[src/rtl/uart_line_packer.sv]
// Packs a UART byte stream into 512-bit lines (first byte in the MSBs) and hands
// each line to a memory controller. Optional idle timeout: UART_LINE_PACKER_TIMEOUT_EN.
module uart_line_packer #(
  parameter int ADDR_W      = 10,
  parameter int TIMEOUT_CYC = 100000
) (
  input  logic              clk,
  input  logic              rst,
  input  logic [7:0]        rx_data_i,
  input  logic              rx_valid_i,
  output logic              write_o,
  output logic [511:0]      write_data_o,
  output logic [ADDR_W-1:0] addr_o,
  input  logic              ready_i,
  output logic              busy_o,
  output logic              overrun_o,
  output logic              timeout_o
);

  typedef enum logic [1:0] {COLLECT, ISSUE, WAIT} state_t;

  state_t     state, state_nx;
  logic [5:0] byte_cnt;
  logic [5:0] slot;
  logic       timeout_hit;
  logic       write_nx, busy_nx;

`ifdef UART_LINE_PACKER_TIMEOUT_EN
  localparam int IDLE_W = $clog2(TIMEOUT_CYC + 1);
  logic [IDLE_W-1:0] idle_cnt;

  assign timeout_hit = (state == COLLECT) && (byte_cnt != 6'd0) &&
                       (idle_cnt == IDLE_W'(TIMEOUT_CYC));

  always_ff @(posedge clk) begin
    if (rst) begin
      idle_cnt  <= '0;
      timeout_o <= 1'b0;
    end else begin
      if (state != COLLECT || byte_cnt == 6'd0 || rx_valid_i || timeout_hit)
        idle_cnt <= '0;
      else
        idle_cnt <= idle_cnt + 1'b1;
      if (timeout_hit) timeout_o <= 1'b1;
    end
  end
`else
  logic unused_timeout_cfg;
  assign unused_timeout_cfg = ^TIMEOUT_CYC;
  assign timeout_hit = 1'b0;
  assign timeout_o   = 1'b0;
`endif

  // A strobe coinciding with a timeout restarts the line at slot 0.
  assign slot = timeout_hit ? 6'd0 : byte_cnt;

  always_ff @(posedge clk) begin
    if (rst) state <= COLLECT;
    else     state <= state_nx;
  end

  always_comb begin
    state_nx = state;
    case (state)
      COLLECT: if (rx_valid_i && slot == 6'd63) state_nx = ISSUE;
      ISSUE:   state_nx = WAIT;
      WAIT:    if (ready_i) state_nx = COLLECT;
      default: state_nx = COLLECT;
    endcase
  end

  always_comb begin
    write_nx = (state_nx == ISSUE);
    busy_nx  = (state_nx != COLLECT);
  end

  always_ff @(posedge clk) begin
    if (rst) begin
      write_o <= 1'b0;
      busy_o  <= 1'b0;
    end else begin
      write_o <= write_nx;
      busy_o  <= busy_nx;
    end
  end

  // Line buffer doubles as write_data_o; it is only written in COLLECT, so it
  // stays stable while the controller owns it.
  always_ff @(posedge clk) begin
    if (rst) begin
      byte_cnt     <= 6'd0;
      write_data_o <= '0;
      addr_o       <= '0;
      overrun_o    <= 1'b0;
    end else begin
      if (state == COLLECT) begin
        if (rx_valid_i) begin
          write_data_o[{~slot, 3'b000} +: 8] <= rx_data_i;
          byte_cnt <= slot + 6'd1;
        end else if (timeout_hit) begin
          byte_cnt <= 6'd0;
        end
      end else if (rx_valid_i) begin
        overrun_o <= 1'b1;
      end
      if (state == WAIT && ready_i) addr_o <= addr_o + 1'b1;
    end
  end

endmodule

[config.mk]
export PLATFORM = sky130hd
export DESIGN_NAME = uart_line_packer
export DESIGN_NICKNAME = d
export VERILOG_FILES = /design/src/rtl/uart_line_packer.sv
export SDC_FILE = /design/constraint.sdc
export NUM_CORES = 1
export LEC_CHECK = 0
export ABC_CLOCK_PERIOD_IN_PS = 3390
export BUFFER_PORTS_ARGS = -buffer_cell sky130_fd_sc_hd__buf_2
export CAP_MARGIN = 20
export CORE_MARGIN = 2
export CORE_UTILIZATION = 43
export CTS_BUF_LIST = sky130_fd_sc_hd__clkbuf_16
export DETAILED_ROUTE_END_ITERATION = 16
export PLACE_DENSITY = 0.67
export SLEW_MARGIN = 10
export SYNTH_ARGS = -nofsm -noshare
export SYNTH_HDL_FRONTEND = slang
export SYNTH_SLANG_ARGS = --single-unit
[constraint.sdc]
create_clock -name clk -period 3.39 [get_ports clk]
set_input_delay 0.678 -clock clk [delete_from_list [all_inputs] [get_ports clk]]
set_output_delay 0.678 -clock clk [all_outputs]
set_load 0.1 [all_outputs]
==> results.cfg <==
[run_status]
status = complete, no violations

[power_and_ir_drop]
p_per_area_mw_per_mm2 = 480
ir_worst_vdd_uv = 354
leakagePower_nw = 12.8

[sta]
final_hold_viol_count = 0
finalSetupTns_ps = 0
worst_slack_ps = 488
fin_crit_ps = 2900
fin_crit_sh_pct = 85.6
rsz0062_at_grt = false
timing.slew.headroom_pct = 36.1
drv_slew = 0
fin_skew_ps = 17.1
finalSetupViolCount = 0
timing.fmax_mhz = 345
worst_pin_slew_ps = 952

[worst_setup_path]
cpPeakStageDelay_ps = 590
reg2reg_slack_ps = 490
reg2reg_depth = 7
crit_slowest_cell = nor4_2
cp_cell_sequence = buf_4 -> clkinv_1 -> ha_1 -> nor4_2 -> o21ai_1 -> nand3b_1 -> o21ai_0
end_kind = register
r2r-end = write_data_o[225]
cp-start-kind = register
crit_arrival_ps = 3360
crit_type = reg2reg
r2r-start = byte_cnt[0]
path_buf_inv = 2
crit_start = byte_cnt[0]
cp_top_family = simple AND/OR/NAND/NOR gates
critPathRequiredTime_ps = 3840
crit_fanout = 16

[job]
maxCapViolations = 0

[clock_tree]
postCtsSetupRepairBufs = 0
cts.sinks = 533
insertion_delay_ps = 600
post_cts_resized = 0
h-tree-depth = 2
tritoncts = yes
cts_buffers = 56
clk_pin_slew_ps = 60
cts_hold_buf = 0
clock-root-buffer = clkbuf_16
cts_buffer_depth = 3

[place]
place.gp.congestion = 0.851
port_buffers = 536
placed_area_mm2 = 0.0254
dp_hpwl_um = 50900
dp_worst_setup_slack_ps = 487

[floorplanning]
die-width_um = 230
io_pins = 538
start_util_pct = 43.7
die-area_mm2 = 0.0530
die_y_um = 230
row_count = 82
core_mm2 = 0.0504

[hold_path]
hp-class = in2reg
min_from = rx_valid_i
hold_depth = 3
hold_end = overrun_o

[final_layout]
drive_gt1_share_pct = 28.1
fin_nets = 2660
fin_area_mm2 = 0.0273
fin_util_pct = 54.1
final_cell_mix = 535 x buf_2, 533 x dfxtp_1, 418 x mux2i_1
syn_to_final_growth_pct = 23.9
antenna_cells = 0
layout_commonest_cell = buf_2

[global_route]
grt_pass1_vias = 17361
grt_start_max_net_pins = 254
grt_pass1_wl_um = 108000
grt_usage_pct = 26.3
antenna_found_initial = 0
grt_remaining_overflow = 0

[synth]
synth_cells = 2159
synth-seq-area-share_pct = 48.5
syn_area_per_cell_um2 = 10.2
synth_async_sr_flop_share_pct = 0
synth_edf_count = 0
ys_seq_elements = 533
ys_warn_count = 0
syn_area_mm2 = 0.0220
ys.flop_type = dfxtp_1
synth_fp_nets = 2175
yosys.cell_types.count = 64

[drt]
routed_wl_um = 72900
first_pass_iters = 6
post_drt_wl_per_cell_um = 21.7
drc = 0
vias_per_cell = 5.33
antenna_left = 0
drt_iter0_drc = 1221
num_vias = 17889
==> layout make-up <==
type                       instances  area (um^2)
clock buffer                      58         1450
clock inverter                    43          392
fill                            4578        23100
inverter                           9         33.8
multi-input combinational       1434        10600
sequential                       533        10700
tap                              672          841
timing repair buffer             610         3290
==> how the worst max path moves through the flow <==
stage | end | slack (ps) | cells past startpoint
floorplan | write_data_o[390] | 850 | 9
CTS | write_data_o[204] | 470 | 5
global route | write_data_o[228] | 280 | 7
finish | write_data_o[225] | 490 | 7
detailed placement | write_data_o[389] | 490 | 6
global placement | write_data_o[257] | 530 | 6
==> cells in the mapped netlist, drive strengths merged (2+ instances only) <==
master | n | area, um^2
a41oi | 4 | 35.0
nand4b | 3 | 26.3
nor3b | 4 | 30.0
a21o | 2 | 15.0
or3b | 2 | 17.5
o21ai | 70 | 354
clkbuf | 138 | 518
nand2 | 43 | 176
mux2i | 418 | 4180
xor2 | 6 | 52.6
nor3 | 20 | 176
nand3b | 90 | 676
nor4 | 5 | 67.6
buf | 45 | 255
nand2b | 403 | 2520
o2111ai | 3 | 26.3
nor2b | 7 | 43.8
o22ai | 6 | 43.8
nor4bb | 2 | 20.0
nor4b | 2 | 17.5
and2 | 12 | 75.1
and3 | 5 | 31.3
or3 | 3 | 18.8
o41ai | 3 | 26.3
inv | 8 | 30.0
nand4 | 31 | 194
nand3 | 126 | 711
xnor2 | 10 | 106
dfxtp | 533 | 10700
a211oi | 4 | 55.1
and4 | 2 | 17.5
a21bo | 10 | 100
or2 | 2 | 12.5
nor2 | 79 | 299
a21oi | 40 | 200
a2111oi | 4 | 72.6
ha | 4 | 50.1
==> metrics by stage <==
step	hold slack [ps]	std cells	power, mW
finish	360	3359	13.1
global route	365	3359	13.5
CTS	324	3357	13.2
detailed placement	446	3256	7.04
global placement	434	3256	7.03
floorplan	545	2159	6.84
==> kinds of logic (layout without fill, tap and decap cells) <==
kind of cell,count (synthesis),count (layout),share of synthesized area [%]
buffers and inverters,192,720,3.67
AO/OA/AOI/OAI,152,152,4.46
AND/OR/NAND/NOR,843,843,23.4
adder cells (fa/ha/maj),4,4,0.227
XOR/XNOR,16,16,0.722
multiplexers,418,418,19.0
other,1,1,0.0170
flip-flops,533,533,48.5
==> metal layers <==
metal  track usage (%)  up-vias  part of all wire [%]  routed length, um
met5                 0        -                     0                  0
met4              8.81        0                   3.1               2260
met3              6.04      132                   7.0               5080
met2              43.7      620                    48              34900
met1              33.6     8801                    42              30700
li1                  -     8336                     -                  -
==> tightest hold or removal path: stages <==
cell and delay (ps):
buf_2 110, o21ai_0 70, a21oi_1 60
==> registers in the layout (all words and copies together), names as in the netlist <==
signal        count
write_data_o    512
overrun_o         1
busy_o            1
addr_o           10
byte_cnt          6
state             2
write_o           1
==> where the power goes <==
group / internal (mW) / switching, mW / leakage [nW] / total (mW)
Sequential: 6.27 / 0.00637 / 4.29 / 6.28
Clock: 3.61 / 2.57 / 0.921 / 6.18
Combinational: 0.180 / 0.443 / 7.58 / 0.623
Total: 10.1 / 3.02 / 12.8 / 13.1
Power figures use the tool's default switching activity.
